`src/rtl/freq_lock_controller_pkg.sv`:
```
// rtl/freq_lock_controller_pkg.sv - shared state encoding, fault codes and helpers
package freq_lock_controller_pkg;

  typedef enum logic [2:0] {
    ST_IDLE    = 3'd0,
    ST_CLEAR   = 3'd1,
    ST_ACQUIRE = 3'd2,
    ST_LOCKED  = 3'd3,
    ST_FAULT   = 3'd4
  } state_t;

  typedef enum logic [1:0] {
    DIR_NONE = 2'd0,
    DIR_INC  = 2'd1,
    DIR_DEC  = 2'd2
  } dir_t;

  localparam logic [1:0] FC_NONE     = 2'd0;
  localparam logic [1:0] FC_TIMEOUT  = 2'd1;
  localparam logic [1:0] FC_DIV_LOW  = 2'd2;
  localparam logic [1:0] FC_DIV_HIGH = 2'd3;

  function automatic logic [7:0] sat_inc(input logic [7:0] v);
    return (v == 8'hFF) ? v : v + 8'd1;
  endfunction

endpackage

```
`src/rtl/freq_lock_controller_meas_classifier.sv`:
```
// rtl/freq_lock_controller_meas_classifier.sv - psi falling-edge detect and correction classification
module meas_classifier
  import freq_lock_controller_pkg::*;
(
  input  logic clk,
  input  logic rst,
  input  logic clear,
  input  logic psi,
  input  logic inc,
  input  logic dec,
  output logic meas,
  output logic hit,
  output logic reversal,
  output logic drift
);

  logic psi_d;
  dir_t last_dir;
  dir_t cur_dir;
  logic corr;

  assign meas     = psi_d & ~psi;
  assign corr     = inc | dec;
  assign cur_dir  = inc ? DIR_INC : DIR_DEC;
  assign hit      = meas & ~corr;
  // With no recorded direction yet, a correction cannot be a reversal.
  assign reversal = meas & corr & (last_dir != DIR_NONE) & (cur_dir != last_dir);
  assign drift    = meas & corr & ~reversal;

  always_ff @(posedge clk or posedge rst) begin
    if (rst) begin
      psi_d    <= 1'b0;
      last_dir <= DIR_NONE;
    end else begin
      psi_d <= psi;
      if (clear) begin
        last_dir <= DIR_NONE;
      end else if (meas && corr) begin
        last_dir <= cur_dir;
      end
    end
  end

endmodule

```
`src/rtl/freq_lock_controller.sv`:
```
// rtl/freq_lock_controller.sv - lock sequencing FSM and counters for the frequency regulator
module freq_lock_controller
  import freq_lock_controller_pkg::*;
#(
  parameter int LOCK_COUNT   = 8,
  parameter int LOSS_COUNT   = 4,
  parameter int TIMEOUT_MEAS = 200
) (
  input  logic       clk,
  input  logic       rst,
  input  logic       start,
  input  logic       abort,
  input  logic [7:0] target_period,
  input  logic       psi,
  input  logic       inc,
  input  logic       dec,
  input  logic [7:0] adj_div,
  output logic [7:0] set_period,
  output logic       reg_clear,
  output logic       reg_enable,
  output logic       locked,
  output logic       lock_lost,
  output logic       fault,
  output logic [1:0] fault_code,
  output logic [2:0] state
);

  localparam logic [7:0] LOCK_TH    = 8'(LOCK_COUNT);
  localparam logic [7:0] LOSS_TH    = 8'(LOSS_COUNT);
  localparam logic [7:0] TIMEOUT_TH = 8'(TIMEOUT_MEAS);

  state_t     cur;
  logic [7:0] meas_cnt;
  logic [7:0] settle_cnt;
  logic [7:0] drift_cnt;

  logic meas, hit, reversal, drift;
  logic settled;
  logic rail_low, rail_high;
  logic [7:0] meas_next, settle_next, drift_next;

  meas_classifier u_classifier (
    .clk      (clk),
    .rst      (rst),
    .clear    (cur == ST_CLEAR),
    .psi      (psi),
    .inc      (inc),
    .dec      (dec),
    .meas     (meas),
    .hit      (hit),
    .reversal (reversal),
    .drift    (drift)
  );

  assign settled     = hit | reversal;
  assign rail_low    = meas & dec & (adj_div == 8'h00);
  assign rail_high   = meas & inc & (adj_div == 8'hFF);
  assign meas_next   = sat_inc(meas_cnt);
  assign settle_next = settled ? sat_inc(settle_cnt) : 8'd0;
  assign drift_next  = sat_inc(drift_cnt);
  assign state       = cur;

  always_ff @(posedge clk or posedge rst) begin
    if (rst) begin
      cur        <= ST_IDLE;
      set_period <= 8'd0;
      reg_clear  <= 1'b0;
      reg_enable <= 1'b0;
      locked     <= 1'b0;
      lock_lost  <= 1'b0;
      fault      <= 1'b0;
      fault_code <= FC_NONE;
      meas_cnt   <= 8'd0;
      settle_cnt <= 8'd0;
      drift_cnt  <= 8'd0;
    end else begin
      reg_clear <= 1'b0;
      lock_lost <= 1'b0;
      if (abort) begin
        cur        <= ST_IDLE;
        reg_enable <= 1'b0;
        locked     <= 1'b0;
        fault      <= 1'b0;
        fault_code <= FC_NONE;
      end else begin
        case (cur)
          ST_IDLE, ST_FAULT: begin
            if (start) begin
              cur        <= ST_CLEAR;
              set_period <= target_period;
              reg_clear  <= 1'b1;
              fault      <= 1'b0;
              fault_code <= FC_NONE;
            end
          end

          ST_CLEAR: begin
            cur        <= ST_ACQUIRE;
            reg_enable <= 1'b1;
            meas_cnt   <= 8'd0;
            settle_cnt <= 8'd0;
            drift_cnt  <= 8'd0;
          end

          ST_ACQUIRE, ST_LOCKED: begin
            if (rail_low || rail_high) begin
              cur        <= ST_FAULT;
              reg_enable <= 1'b0;
              locked     <= 1'b0;
              fault      <= 1'b1;
              fault_code <= rail_low ? FC_DIV_LOW : FC_DIV_HIGH;
            end else if (meas && cur == ST_ACQUIRE) begin
              meas_cnt   <= meas_next;
              settle_cnt <= settle_next;
              // Lock is checked before timeout so a measurement satisfying both locks.
              if (settle_next >= LOCK_TH) begin
                cur       <= ST_LOCKED;
                locked    <= 1'b1;
                drift_cnt <= 8'd0;
              end else if (meas_next >= TIMEOUT_TH) begin
                cur        <= ST_FAULT;
                reg_enable <= 1'b0;
                fault      <= 1'b1;
                fault_code <= FC_TIMEOUT;
              end
            end else if (meas) begin
              if (!drift) begin
                drift_cnt <= 8'd0;
              end else if (drift_next >= LOSS_TH) begin
                cur        <= ST_ACQUIRE;
                locked     <= 1'b0;
                lock_lost  <= 1'b1;
                meas_cnt   <= 8'd0;
                settle_cnt <= 8'd0;
                drift_cnt  <= 8'd0;
              end else begin
                drift_cnt <= drift_next;
              end
            end
          end

          default: begin
            cur        <= ST_IDLE;
            reg_enable <= 1'b0;
            locked     <= 1'b0;
            fault      <= 1'b0;
            fault_code <= FC_NONE;
          end
        endcase
      end
    end
  end

endmodule

```
`config.mk`:
```
export PLATFORM = sky130hd
export DESIGN_NAME = freq_lock_controller
export DESIGN_NICKNAME = d
export VERILOG_FILES = /design/src/rtl/freq_lock_controller_pkg.sv /design/src/rtl/freq_lock_controller_meas_classifier.sv /design/src/rtl/freq_lock_controller.sv
export SDC_FILE = /design/constraint.sdc
export NUM_CORES = 1
export LEC_CHECK = 0
export CAP_MARGIN = 20
export CORE_ASPECT_RATIO = 0.5
export CORE_MARGIN = 4
export CORE_UTILIZATION = 55
export DETAILED_ROUTE_END_ITERATION = 10
export PLACE_DENSITY = 0.82
export SLEW_MARGIN = 30
export SYNTH_ARGS = -nofsm -noshare
export SYNTH_HDL_FRONTEND = slang
export SYNTH_HIERARCHICAL = 1
export SYNTH_SLANG_ARGS = --single-unit
```
`constraint.sdc`:
```
create_clock -name clk -period 6.3 [get_ports clk]
set_input_delay 1.26 -clock clk [delete_from_list [all_inputs] [get_ports clk]]
set_output_delay 1.26 -clock clk [all_outputs]
set_load 0.05 [all_outputs]
```
Word level (Yosys, flattened, before mapping)

Cells that the tools add are included.

Equal/unequal tests: 26
Multiplexer cells: 72
Order comparisons: 3
Bitwise logic cells: 16
Add/sub/neg operators: 3
Reduce and logical (&&, ||, !) cells: 18

Operators with widths:

| operator            | number |
|---|---|
| $mux 8              | 17 |
| $pmux 8 s2          | 3 |
| $eq 8x8->1 const B  | 4 |
| $mux 1              | 29 |
| $mux 3              | 9 |
| $add 8x1->8 const B | 3 |
| $ne 5x5->1 const B  | 4 |
| $reduce_and 5->1    | 4 |
| $mux 2              | 9 |
| $ne 3x3->1 const B  | 5 |
| $ne 4x4->1 const B  | 3 |
| $and 1x1->1         | 10 |
| $pmux 3 s3          | 1 |
| $ge 8x3->1 const B  | 1 |
| $ge 8x4->1 const B  | 1 |
| $ge 8x8->1 const B  | 1 |
| $logic_not 8->1     | 1 |
| $eq 3x2->1 const B  | 2 |
| $ne 2x2->1 const B  | 3 |
| $ne 6x6->1 const B  | 1 |
| $pmux 1 s3          | 2 |
| $pmux 2 s3          | 1 |
| $reduce_and 6->1    | 1 |
| $reduce_bool 2->1   | 3 |
| 14 further kinds    | 20 |

Word-level logic and storage cells: 151
Output and inout bits: 18
Register bits: 45

Depth between registers and ports, before layout

Gate-level depths: netlist (run 1).

Depth after elaboration: 13
Gate-level depth with buffers: 9
Mapped depth without buffers: 8

Cells and area by module

Netlist (run 1), hierarchy kept.

By module, submodules not included:

| module               | area an instance (um2) | times used | cells each |
|---|---|---|---|
| freq_lock_controller | 2423.6                 | 1          | 257 |
| meas_classifier      | 173.9                  | 1          | 19 |

Least setup slack after synthesis (run 1)

Ideal clock, no wire load.

Path type: input to register
Start point: in adj_div[2]
End point: reg drift_cnt[0]
Buffers on the path: 0
Library setup time: 125 ps
Path slack: 3332 ps
Arrival time: 2843 ps
Cell stages on the path: 6
Cell sequence: or4_4 > nor4_4 > nor3_1 > o21a_2 > nand2_2 > mux2_2

Longest elaborated chain between the ends: 5

RTL lines:

| item                                                 | line                                                   | source |
|---|---|---|
| start: declaration                                   | freq_lock_controller.sv:17                             | `input logic [7:0] adj_div,` |
| $eq 8x8->1 / $logic_not 8->1 (equally long branches) | freq_lock_controller.sv:57, freq_lock_controller.sv:56 |  |
| $and 1x1->1 (on tied branches)                       | freq_lock_controller.sv:57, freq_lock_controller.sv:56 |  |
| $logic_or 1x1->1 (*)                                 | freq_lock_controller.sv:106                            | `if (rail_low \|\| rail_high) begin` |
| $ne 2x2->1 (no line) (*)                             | n/a                                                    |  |
| $reduce_and 5->1 (no line) (*)                       | n/a                                                    |  |
| end signal: assignment                               | freq_lock_controller.sv:137                            | `drift_cnt <= drift_next;` |
| end: declaration                                     | freq_lock_controller.sv:35                             | `logic [7:0] drift_cnt;` |

Every way passes the cells marked *; elsewhere a longest branch is shown, timed or not.
A chain may end at the register's enable or synchronous reset.

Worst setup path after layout (run 1)

Start point: in adj_div[3]
End point: reg drift_cnt[0]

The elaborated chain is that of the path after synthesis.

==> flow_metrics.tcl, run 1 <==
set metrics [dict create \
    min_to "drift_cnt[6]$_DFFE_PP0P_" \
    layout_common_cells "dfrtp_1 (45), clkdlybuf4s50_1 (40), nand2_1 (27)" \
    hold_ws_ps 479 \
    synth_area_leaders "dfrtp_1 (43%), mux2_2 (4.3%), nand2_1 (3.9%)" \
    critPathCaptureType "register" \
    cts_max_path_buffers 2 \
    synth_fp_nets 302 \
    portBuffers 40 \
    cts_buffers 5 \
    globalRouteTotalUtil 0.222 \
    gp_congestion 0.939 \
    arrival_ps 3540 \
    synth.distinct_cells 64 \
    core_um2 4470 \
    synth_ff_type "dfrtp_1" \
    clkLatencyLatePin_ps 290 \
    critical_path.startpoint_type "input pin" \
    synthesis.area_um2 2600 \
    p_int_mw 0.610 \
    ys_seq_area_frac 0.434 \
    start_util 0.582 \
    finalSetupViolCount 0 \
    diodes 0 \
    tritoncts "yes" \
    root_buffer "clkbuf_8" \
    drive_gt1_frac 0.101 \
    p_seq_frac 0.372 \
    p_comb_frac 0.416 \
    fp.dieW_um 105 \
    drc 0 \
    drt.antenna.violating_nets 0 \
    overflow 0 \
    grt_pass1_wl_mm 10.7 \
    worstHoldStart "drift_cnt[6]$_DFFE_PP0P_" \
    leakage_nw 1.31 \
    crit_type "input pin to register" \
    clkSinkCount 45 \
    final_core_util 0.703 \
    vias 2305 \
    clkPwrFrac 0.212 \
    synth_top_area_share 0.434 \
    period_share 0.533 \
    hp-class "register to register" \
    dp_hpwl_mm 4.67 \
    syn2layout_area_growth_pct 20.8 \
    status "finished, final reports clean" \
    first_global_vias 2194 \
    dpl_cell_area_um2 3030 \
    worstReg2RegEnd "fault_code[0]$_DFFE_PP0P_" \
    fmax_mhz 298 \
    async_reset_ff_frac 1.00 \
    grt.busiest_layer "met2" \
    grtUsageMet1 0.312 \
    rows 17 \
    drv_slew 0 \
    cts_setup_buffers 0 \
    period_needed_ps 3360 \
    hold_violations 0 \
    fillers 339 \
    yosys_warnings 6 \
    syn_inst 276 \
    fin_tns_setup_ps 0 \
    clk_pin_slew_ps 80 \
    synth_top_area_cell "dfrtp_1" \
    drt_iter0_markers 291 \
    grt_max_degree 43 \
    power.density_nw_per_um2 323 \
    rr_startpoint "settle_cnt[0]$_DFFE_PP0P_" \
    final_area_um2 3140 \
    nNetsFinal 341 \
    clock_skew_ps 5.83 \
    use_met2 0.350 \
    io_pins 41 \
    routed_wl_mm 6.20 \
    synth_seq_cells 45 \
    relSlewSlack 0.416 \
    finalPower_mw 1.01 \
    required_ps 6490 \
    die_area_um2 5950 \
    cts_hold_buf 0 \
    routedWlPerCell_um 16.6 \
    rsz0062_at_grt "no" \
    reg2regPathDepth 7 \
    antenna_found_initial 0 \
    hold_depth 1 \
    vdd_drop_max_v 0.000306 \
    die_y_um 56.6 \
    r2r_setup_slack_ps 3880 \
    htree_levels 2 \
    via_per_inst 6.18 \
    synth_edf_count 0 \
    dr.pass1.iters 4 \
    worst_slew_pin_slew_ps 868 \
    power.switching_mw 0.404 \
    layout_commonest_cell "dfrtp_1" \
    cp_max_fo 14 \
    cts_resized 0 \
    cap_violations 0 \
    p_sw_frac 0.398 \
    syn_avg_cell_area_um2 9.41 \
    grt_use_met3 0.0563 \
]
==> registers in the layout, indices dropped and copies added, names as in the netlist, 2 cells and up <==
register,cells
state,3
u_classifier/last_dir,2
settle_cnt,8
set_period,8
drift_cnt,8
meas_cnt,8
fault_code,2
==> stage by stage <==
stage	setup slack, ps	cells
CTS	2960	373
global route	2740	373
detailed placement	2640	365
floorplan	3330	276
finish	2940	373
global placement	2720	365
==> per-layer routing <==
layer | part of all wire | vias to the layer above
li1 | - | 1100
met1 | 0.46 | 1132
met2 | 0.47 | 69
met3 | 0.063 | 4
met4 | 0.0055 | 0
met5 | 0 | -
==> critical path, cell delays in order <==
cell and delay (ps):
clkdlybuf4s50_1 450, or4_4 540, nor4_4 320, nor3_1 120
o21a_2 320, nand2_2 190, mux2_2 350
==> synthesized netlist by cell type, types with 3 or more instances <==
cell type and n:
nand3_1 12, o21bai_1 3, a21oi_1 19, o21ai_0 8, dfrtp_1 45, clkbuf_1 6
a31oi_1 13, nor3_1 9, and3_1 8, inv_1 14, nand3b_1 3, nand2_1 27
mux2i_1 4, nor2_1 17, mux2_2 10, ha_1 3, and2_1 8, nand4_1 5
nand2b_1 4
==> how the worst max path moves through the flow <==
stage               start  slack (ps)  depth (start not counted)                  endpoint
3_3_place_gp   adj_div[2]        2720                          7  drift_cnt[0]$_DFFE_PP0P_
4_1_cts               psi        2960                          9  drift_cnt[0]$_DFFE_PP0P_
2_1_floorplan  adj_div[2]        3330                          6  drift_cnt[0]$_DFFE_PP0P_
6_report       adj_div[3]        2940                          7  drift_cnt[0]$_DFFE_PP0P_
3_5_place_dp          psi        2640                          9  drift_cnt[0]$_DFFE_PP0P_
5_1_grt               psi        2740                          9  drift_cnt[0]$_DFFE_PP0P_
==> final cells by class <==
type | count | area [um2] | area share
clock buffer | 6 | 72.6 | 0.0231
clock inverter | 2 | 38.8 | 0.0124
inverter | 14 | 52.6 | 0.0167
multi-input combinational | 208 | 1370 | 0.436
sequential | 45 | 1130 | 0.359
tap | 57 | 71.3 | 0.0227
timing repair buffer | 41 | 408 | 0.130
==> kinds of logic after synthesis <==
logic type / count (synthesis) / share of synthesized area
AO/OA/AOI/OAI: 71 / 0.182
adder cells (fa/ha/maj): 3 / 0.0145
buffers and inverters: 23 / 0.0395
flip-flops: 45 / 0.434
multiplexers: 14 / 0.0588
AND/OR/NAND/NOR: 120 / 0.272
==> power by group through the flow <==
stage / logic, mW / registers, mW / clock network (mW)
5_1_grt: 0.449 / 0.385 / 0.233
3_5_place_dp: 0.421 / 0.383 / 0
2_1_floorplan: 0.153 / 0.518 / 0
3_3_place_gp: 0.413 / 0.379 / 0
4_1_cts: 0.423 / 0.378 / 0.219
6_report: 0.422 / 0.377 / 0.215
(Power assumes the default switching activity.)
==> inputs of run 2 (changes only) <==
--- a/config.mk
+++ b/config.mk
@@ -8,9 +8,9 @@
 export CAP_MARGIN = 20
 export CORE_ASPECT_RATIO = 0.5
 export CORE_MARGIN = 4
-export CORE_UTILIZATION = 55
+export CORE_UTILIZATION = 54
 export DETAILED_ROUTE_END_ITERATION = 10
-export PLACE_DENSITY = 0.82
+export PLACE_DENSITY = 0.81
 export SLEW_MARGIN = 30
 export SYNTH_ARGS = -nofsm -noshare
 export SYNTH_HDL_FRONTEND = slang
==> constraint.sdc (replaced) <==
create_clock -name clk -period 3.2 [get_ports clk]
set_input_delay 0.64 -clock clk [delete_from_list [all_inputs] [get_ports clk]]
set_output_delay 0.64 -clock clk [all_outputs]
set_load 0.05 [all_outputs]
==> run 2 against run 1 <==
  * Non-clock buffer count rose by 4
  * First-iteration DRC count fell by 30%
  * Highest routed layer unchanged
  * Worst setup slack got worse by 2500 ps
  * Largest cell class unchanged
==> flow_metrics.tcl, run 2 (synthesis results as in run 1) <==
set metrics [dict create \
    layout_common_cells "dfrtp_1 (45), clkdlybuf4s50_1 (40), nand2_1 (27)" \
    fillers 363 \
    antenna_found_initial 0 \
    die_y_um 57.0 \
    period_needed_ps 2740 \
    routed_wl_mm 6.12 \
    tritoncts "yes" \
    drc 0 \
    p_int_mw 1.15 \
    multi_input_area_um2 1370 \
    cts_max_path_buffers 2 \
    seqCellArea_um2 1130 \
    clkPwrFrac 0.196 \
    fin_tns_setup_ps 0 \
    gp_congestion 0.881 \
    r2r_setup_slack_ps 810 \
    reg2regPathDepth 7 \
    layout_commonest_cell "dfrtp_1" \
    fp.dieW_um 106 \
    portBuffers 40 \
    clock_skew_ps 11.8 \
    rr_startpoint "settle_cnt[0]$_DFFE_PP0P_" \
    globalRouteTotalUtil 0.214 \
    hold_depth 1 \
    finalSetupViolCount 0 \
    relSlewSlack 0.599 \
    cts_hold_buf 0 \
    cts_resized 0 \
    drt.antenna.violating_nets 0 \
    drive_gt1_frac 0.116 \
    clkSinkCount 45 \
    grt_max_degree 43 \
    power.switching_mw 0.817 \
    required_ps 3390 \
    critPathCaptureType "register" \
    status "finished, final reports clean" \
    nNetsFinal 345 \
    die_area_um2 6050 \
    crit_type "input pin to register" \
    p_sw_frac 0.415 \
    clkLatencyLatePin_ps 300 \
    drv_slew 0 \
    root_buffer "clkbuf_8" \
    worstReg2RegEnd "fault_code[0]$_DFFE_PP0P_" \
    start_util 0.576 \
    grt_pass1_wl_mm 10.5 \
    cp-startpoint "adj_div[2]" \
    critical_path.startpoint_type "input pin" \
    first_global_vias 2200 \
    overflow 0 \
    rows 17 \
    cts_setup_buffers 0 \
    syn2layout_area_growth_pct 21.9 \
    clk_pin_slew_ps 100 \
    cp_max_fo 14 \
    dr.pass1.iters 5 \
    io_pins 41 \
    dp_hpwl_mm 4.61 \
    worstHoldStart "fault$_DFFE_PP0P_" \
    leakage_nw 1.32 \
    hold_violations 0 \
    min_to "fault$_DFFE_PP0P_" \
    drt_iter0_markers 204 \
    routedWlPerCell_um 15.9 \
    arrival_ps 2930 \
    p_comb_frac 0.426 \
    via_per_inst 6.05 \
    hp-class "register to register" \
    cap_violations 0 \
    dpl_cell_area_um2 3070 \
    period_share 0.857 \
    p_seq_frac 0.378 \
    core_um2 4510 \
    vias 2334 \
    final_area_um2 3170 \
    power.density_nw_per_um2 621 \
    rsz0062_at_grt "no" \
    htree_levels 2 \
    worst_slew_pin_slew_ps 596 \
    fmax_mhz 365 \
    vdd_drop_max_v 0.000546 \
    diodes 0 \
    cts_buffers 5 \
]
run 2: changes by cell type in the layout (fill, tap and decap cells not counted):
cell | previous run | this run
buf_4 | 1 | 5
bufinv_16 | 1 | 0
clkbuf_1 | 1 | 0
clkbuf_8 | 5 | 6
clkinv_4 | 1 | 0
clkinvlp_4 | 0 | 1
inv_6 | 0 | 1
run 2: layout make-up:
| type | instances | share of cell area |
|---|---|---|
| clock buffers | 6 | 0.0261 |
| clock inverters | 2 | 0.00514 |
| inverters | 14 | 0.0166 |
| multi-input cells | 208 | 0.432 |
| flip-flops and latches | 45 | 0.356 |
| well taps | 66 | 0.0261 |
| repair buffers | 45 | 0.138 |
run 2: metrics by stage:
| step | hold WS, ps | util | setup slack [ps] | std cells | power [mW] |
|---|---|---|---|---|---|
| 6_report | 491 | 0.702 | 458 | 386 | 1.97 |
| 5_1_grt | 513 | 0.702 | 367 | 386 | 2.07 |
| 4_1_cts | 494 | 0.702 | 459 | 386 | 1.97 |
| 3_5_place_dp | 466 | 0.680 | 135 | 378 | 1.59 |
| 3_3_place_gp | 464 | 0.680 | 264 | 378 | 1.57 |
| 2_1_floorplan | 394 | - | 852 | 276 | 1.32 |
run 2: layer usage:
metal | vias up | track usage | part of all wire
met1 | 1140 | 0.301 | 0.47
li1 | 1105 | - | -
met5 | - | 0 | 0
met3 | 4 | 0.0520 | 0.060
met2 | 85 | 0.341 | 0.47
met4 | 0 | 0.0424 | 0.0069
run 2: worst max-delay path by stage:
stage | depth (start not counted) | end
floorplan | 6 | drift_cnt[0]$_DFFE_PP0P_
global placement | 7 | drift_cnt[0]$_DFFE_PP0P_
detailed placement | 7 | drift_cnt[1]$_DFFE_PP0P_
CTS | 7 | drift_cnt[1]$_DFFE_PP0P_
global route | 7 | drift_cnt[1]$_DFFE_PP0P_
finish | 7 | drift_cnt[1]$_DFFE_PP0P_
run 2: power groups by stage:
stage                     Sequential (mW)  Combinational (mW)  Clock (mW)
final                               0.744               0.838       0.385
after global routing                0.764               0.887       0.415
after detailed placement            0.751               0.837           0
after global placement              0.746               0.822           0
after floorplan                      1.02               0.302           0
after CTS                           0.743               0.839       0.388
run 2: worst max-delay path, stage by stage:
cell             delay [ps]
clkdlybuf4s50_1         430
or4_4                   550
nor4_4                  340
nor3_1                  120
o21a_2                  330
nand2_2                 170
mux2_2                  350
